===== src/rtl/maxpool_2x2_stream.sv =====
// Streaming 2x2 / stride-2 max-pool over a raster-scanned feature map.
// All CH channels travel in parallel; one pooled position is emitted per
// completed 2x2 window, on the same edge that accepts its bottom-right pixel.
//
// state    | meaning
// ---------+-------------------------------------------------------------
// S_IDLE   | waiting at (0,0) for the first beat of a frame
// S_ACTIVE | frame in progress; the (IN_H-1, IN_W-1) beat fires done
module maxpool_2x2_stream #(
    parameter int DATA_W = 16,
    parameter int CH     = 4,
    parameter int IN_W   = 14,
    parameter int IN_H   = 14
) (
    input  logic                     clk,
    input  logic                     reset,
    input  logic signed [DATA_W-1:0] pixel_in  [0:CH-1],
    input  logic                     valid_in,
    output logic signed [DATA_W-1:0] pixel_out [0:CH-1],
    output logic                     valid_out,
    output logic                     done
);

    localparam int COL_W = (IN_W > 1) ? $clog2(IN_W) : 1;
    localparam int ROW_W = (IN_H > 1) ? $clog2(IN_H) : 1;
    localparam int LB_D  = (IN_W / 2 > 0) ? IN_W / 2 : 1;
    localparam int LB_AW = (LB_D > 1) ? $clog2(LB_D) : 1;

    generate
        if ((IN_W % 2) != 0 || IN_W < 2) begin : g_bad_in_w
            $error("maxpool_2x2_stream: IN_W must be even and >= 2");
        end
        if ((IN_H % 2) != 0 || IN_H < 2) begin : g_bad_in_h
            $error("maxpool_2x2_stream: IN_H must be even and >= 2");
        end
    endgenerate

    typedef enum logic {
        S_IDLE   = 1'b0,
        S_ACTIVE = 1'b1
    } state_t;

    state_t                     r_state;
    state_t                     w_state_nxt;
    logic                       w_done_nxt;
    logic                       r_done;

    logic [COL_W-1:0]           r_col;
    logic [ROW_W-1:0]           r_row;
    logic                       w_last_col;
    logic                       w_last_row;
    logic                       w_col_odd;
    logic                       w_row_odd;
    logic [LB_AW-1:0]           w_lidx;

    logic signed [DATA_W-1:0]   r_hreg      [0:CH-1];
    logic signed [DATA_W-1:0]   r_lbuf      [0:LB_D-1][0:CH-1];
    logic signed [DATA_W-1:0]   w_hmax      [0:CH-1];
    logic signed [DATA_W-1:0]   w_vmax      [0:CH-1];
    logic signed [DATA_W-1:0]   r_pixel_out [0:CH-1];
    logic                       r_valid_out;

    assign w_last_col = (r_col == COL_W'(IN_W - 1));
    assign w_last_row = (r_row == ROW_W'(IN_H - 1));
    assign w_col_odd  = r_col[0];
    assign w_row_odd  = r_row[0];
    assign w_lidx     = LB_AW'(r_col >> 1);

    // Raster position counters; they move only on accepted beats.
    always_ff @(posedge clk or posedge reset) begin
        if (reset) begin
            r_col <= '0;
            r_row <= '0;
        end else if (valid_in) begin
            if (w_last_col) begin
                r_col <= '0;
                r_row <= w_last_row ? '0 : r_row + ROW_W'(1);
            end else begin
                r_col <= r_col + COL_W'(1);
            end
        end
    end

    // Frame FSM state register and done pulse.
    always_ff @(posedge clk or posedge reset) begin
        if (reset) begin
            r_state <= S_IDLE;
            r_done  <= 1'b0;
        end else begin
            r_state <= w_state_nxt;
            r_done  <= w_done_nxt;
        end
    end

    // Frame FSM next state: done fires on the final beat of the frame.
    always_comb begin
        w_state_nxt = r_state;
        w_done_nxt  = 1'b0;
        case (r_state)
            S_IDLE: begin
                if (valid_in) begin
                    w_state_nxt = S_ACTIVE;
                end
            end
            S_ACTIVE: begin
                if (valid_in && w_last_col && w_last_row) begin
                    w_state_nxt = S_IDLE;
                    w_done_nxt  = 1'b1;
                end
            end
            default: w_state_nxt = S_IDLE;
        endcase
    end

    // Horizontal pair max, then vertical max against the stored upper row.
    always_comb begin
        for (int c = 0; c < CH; c++) begin
            w_hmax[c] = (pixel_in[c] > r_hreg[c]) ? pixel_in[c] : r_hreg[c];
            w_vmax[c] = (w_hmax[c] > r_lbuf[w_lidx][c]) ? w_hmax[c] : r_lbuf[w_lidx][c];
        end
    end

    // Left pixel of each horizontal pair.
    always_ff @(posedge clk or posedge reset) begin
        if (reset) begin
            for (int c = 0; c < CH; c++) begin
                r_hreg[c] <= '0;
            end
        end else if (valid_in && !w_col_odd) begin
            for (int c = 0; c < CH; c++) begin
                r_hreg[c] <= pixel_in[c];
            end
        end
    end

    // Line buffer: no reset needed, every entry is rewritten on an even row before use.
    always_ff @(posedge clk) begin
        if (valid_in && w_col_odd && !w_row_odd) begin
            for (int c = 0; c < CH; c++) begin
                r_lbuf[w_lidx][c] <= w_hmax[c];
            end
        end
    end

    // Output register: loads on each bottom-right window pixel, holds otherwise.
    always_ff @(posedge clk or posedge reset) begin
        if (reset) begin
            r_valid_out <= 1'b0;
            for (int c = 0; c < CH; c++) begin
                r_pixel_out[c] <= '0;
            end
        end else begin
            r_valid_out <= 1'b0;
            if (valid_in && w_col_odd && w_row_odd) begin
                r_valid_out <= 1'b1;
                for (int c = 0; c < CH; c++) begin
                    r_pixel_out[c] <= w_vmax[c];
                end
            end
        end
    end

    assign pixel_out = r_pixel_out;
    assign valid_out = r_valid_out;
    assign done      = r_done;

endmodule

===== config.mk =====
export PLATFORM = sky130hd
export DESIGN_NAME = maxpool_2x2_stream
export DESIGN_NICKNAME = d
export VERILOG_FILES = /design/src/rtl/maxpool_2x2_stream.sv
export SDC_FILE = /design/constraint.sdc
export NUM_CORES = 1
export LEC_CHECK = 0
export CAP_MARGIN = 15
export CORE_AREA = 10 10 221 223
export DETAILED_ROUTE_END_ITERATION = 12
export DIE_AREA = 0 0 231 233
export GPL_TIMING_DRIVEN = 0
export PLACE_DENSITY = 0.86
export SYNTH_ARGS = -nofsm -noshare
export SYNTH_HDL_FRONTEND = slang
export SYNTH_SLANG_ARGS = --single-unit

===== constraint.sdc =====
create_clock -name clk -period 10.8 [get_ports clk]
set_clock_uncertainty 0.05 [all_clocks]
set_input_delay 1.62 -clock clk [delete_from_list [all_inputs] [get_ports clk]]
set_output_delay 1.62 -clock clk [all_outputs]
set_load 0.005 [all_outputs]

==> results.py <==
metrics = {
    "status": {
        "outcome": "completed",
    },
    "place": {
        "portBuffers": 132,
        "hpwlAfterDp_um": 54600,
        "gp_congestion": 0.916,
        "place_inst": 2686,
    },
    "final_layout": {
        "final_nets": 2348,
        "drive_above_1_share_pct": 12.9,
        "fin_cells": 2794,
        "syn_to_final_growth_pct": 17.1,
    },
    "die": {
        "die_w_um": 231,
        "fp.dieH_um": 233,
        "ioPinCount": 133,
        "core_mm2": 0.0441,
        "rows": 77,
        "die_area_mm2": 0.0538,
        "start_util_pct": 59.7,
    },
    "setup_path": {
        "worstSetupPathType": "in -> reg",
        "startpoint_type": "input pin",
        "crit_required_ps": 11270,
        "cp_data_arrival_time_ps": 7310,
        "rr_startpoint": "r_col[1]",
        "startpoint": "pixel_in[47]",
        "path_max_fanout": 10,
        "worstSetupEndpointType": "flop",
    },
    "routing": {
        "antenna_left": 0,
        "detail_route.iter0.violations": 3199,
        "via_per_inst": 6.87,
        "drc": 0,
        "routed_wl_um": 81500,
        "wl_per_cell_um": 29.2,
        "vias": 19200,
        "dr.pass1.iters": 6,
    },
    "sta": {
        "rsz0062_at_grt": "no",
        "clock.fmax_mhz": 146,
        "finalCriticalPeriod_ps": 6850,
        "finalSetupViolations": 0,
        "final_max_slew_viol_count": 0,
        "tightest_slew_ps": 1430,
        "hold_viol_final": 0,
        "fin_crit_sh_pct": 63.4,
        "maxSlewHeadroom_pct": 4.63,
        "tns_ps": 0,
    },
    "synth": {
        "synthFlopType": "edfxtp_1",
        "yosysMostFrequentCell": "edfxtp_1",
        "ys_ff_latch": 587,
        "synthTopCellsByCount": "edfxtp_1, nand2_1, dfrtp_1",
        "synthTopCellsByArea": "edfxtp_1, dfrtp_1, ha_1",
        "synth_warnings": 0,
        "syn-num-nets": 2123,
        "yosys.area.top_type_share_pct": 51.1,
        "synth_top_area_cell": "edfxtp_1",
        "avgSynthCellArea_um2": 13.7,
        "synth_edf_count": 448,
        "yosysSeqAreaShare_pct": 64.3,
        "async_reset_ff_share_pct": 23.7,
        "synth_area_mm2": 0.0263,
        "syn_inst": 1928,
        "synth_cell_types": 65,
    },
    "power_and_ir_drop": {
        "peakVddDrop_v": 0.000171,
        "power.density_mw_per_mm2": 322,
        "p_leak_nw": 11.7,
    },
    "cts": {
        "cts_buffer_depth": 3,
        "cts_setup_buffers": 0,
        "clockRootBuffer": "clkbuf_16",
        "path_clk_slew_ps": 60,
        "cts_resized": 0,
        "tritoncts": "built",
        "insertion_delay_ps": 630,
        "clock-sinks": 587,
        "ctsHoldBuffers": 0,
        "numCtsBuffers": 57,
        "htree_levels": 2,
    },
    "global_route": {
        "antenna_found_initial": 3,
        "grt_pass1_vias": 19200,
        "grt_max_degree": 75,
        "grt.overflow.total": 0,
        "grt_pass1_wl_um": 120000,
        "grtUsageTotal_pct": 29.8,
    },
    "run": {
        "maxCapViolations": 0,
    },
    "min_path": {
        "hp-start": "pixel_out[1]",
        "hold_class": "reg -> reg",
    },
}
-- registers in the layout, indices dropped and copies added (netlist names) --
register / cells
done: 1
pixel_out: 64
r_col: 4
r_hreg: 64
r_lbuf: 448
r_row: 4
r_state: 1
valid_out: 1
-- worst max-delay path, cell delays in order --
cell and delay [ps]:
clkdlybuf4s50_1 460, ha_1 370, nand4_1 190, nor4_1 560, a21bo_2 310, o211ai_2 70
mux2_4 380, buf_6 180, mux2i_1 210, inv_1 190, ha_1 410, nand4_1 190
nor4_1 460, a21bo_2 290, o2111ai_2 100, mux2i_1 480, buf_2 340, nand2_1 180
o21ai_0 300
-- final timing paths --
path                       depth (start not counted)  slack, ps            end
setup / recovery                                  19       3950  pixel_out[46]
hold / removal                                     1        460   pixel_out[1]
setup reg to reg                                  14       4780  pixel_out[46]
hold reg to reg                                    1        460   pixel_out[1]
max in group asynchronous                          3       8470        r_state
min in group asynchronous                          2       1410     r_hreg[34]
-- through the flow --
| stage | total power (W) | hold WS [ps] | utilization, % | cell area, um2 | setup slack [ps] |
|---|---|---|---|---|---|
| floorplan | 0.00604 | 405 | - | 26300 | 3590 |
| global placement | 0.00746 | 422 | 64.4 | 28400 | -960 |
| detailed placement | 0.00771 | 442 | 65.6 | 29000 | 3430 |
| CTS | 0.00975 | 456 | 69.9 | 30800 | 4010 |
| global route | 0.0103 | 476 | 69.9 | 30800 | 3680 |
| finish | 0.00992 | 463 | 69.9 | 30800 | 3950 |
-- report_power, final --
part | internal [W] | total (W) | switching, W
sequential | 0.00315 | 0.00336 | 0.000205
combinational | 0.00163 | 0.00455 | 0.00292
clock | 0.00116 | 0.00202 | 0.000862
total | 0.00594 | 0.00992 | 0.00399
-- layer usage --
metal,global-route usage (%),routed length (um),vias up
li1,-,-,7844
met1,35.5,27500,9263
met2,47.5,37700,1662
met3,9.08,10900,418
met4,17.1,5320,2
met5,0,18,-
-- placed cells by master (no fill, tap or decap), types with 15 or more instances in the layout --
cell type and n:
buf_2 26, a31o_2 15, o31ai_1 26, a21o_1 40, a221oi_1 22, ha_1 128, inv_1 84, clkdlybuf4s50_1 132
mux2i_1 71, a21oi_1 98, nand4_1 23, a221o_1 29, nor2_1 80, mux2_4 23, nand2_1 153, mux2_2 66
clkbuf_16 59, a22o_1 44, buf_6 24, nor3_1 36, a22oi_1 50, clkbuf_1 84, edfxtp_1 448, dfrtp_1 139
o21ai_0 111
-- cell families (layout without fill, tap and decap cells) --
logic type / count (synthesis) / count (layout) / synth area share (%)
adder cells (fa/ha/maj): 128 / 128 / 6.08
XOR/XNOR: 2 / 2 / 0.0665
buffers and inverters: 191 / 464 / 3.00
AND/OR/NAND/NOR: 357 / 357 / 6.18
multiplexers: 164 / 164 / 7.14
flip-flops: 587 / 587 / 64.3
AO/OA/AOI/OAI: 499 / 499 / 13.2
other: 0 / 1 / 0
-- area by class of cell --
type	instances	area [um2]
clock inverters	25	260
clock buffers	82	1610
inverters	85	324
flip-flops and latches	587	16900
fillers	2775	13300
multi-input cells	1150	8660
well taps	592	741
plain buffers	106	472
repair buffers	166	1840
diodes	1	2.50
No activity file was read; power rests on OpenSTA's default activity.
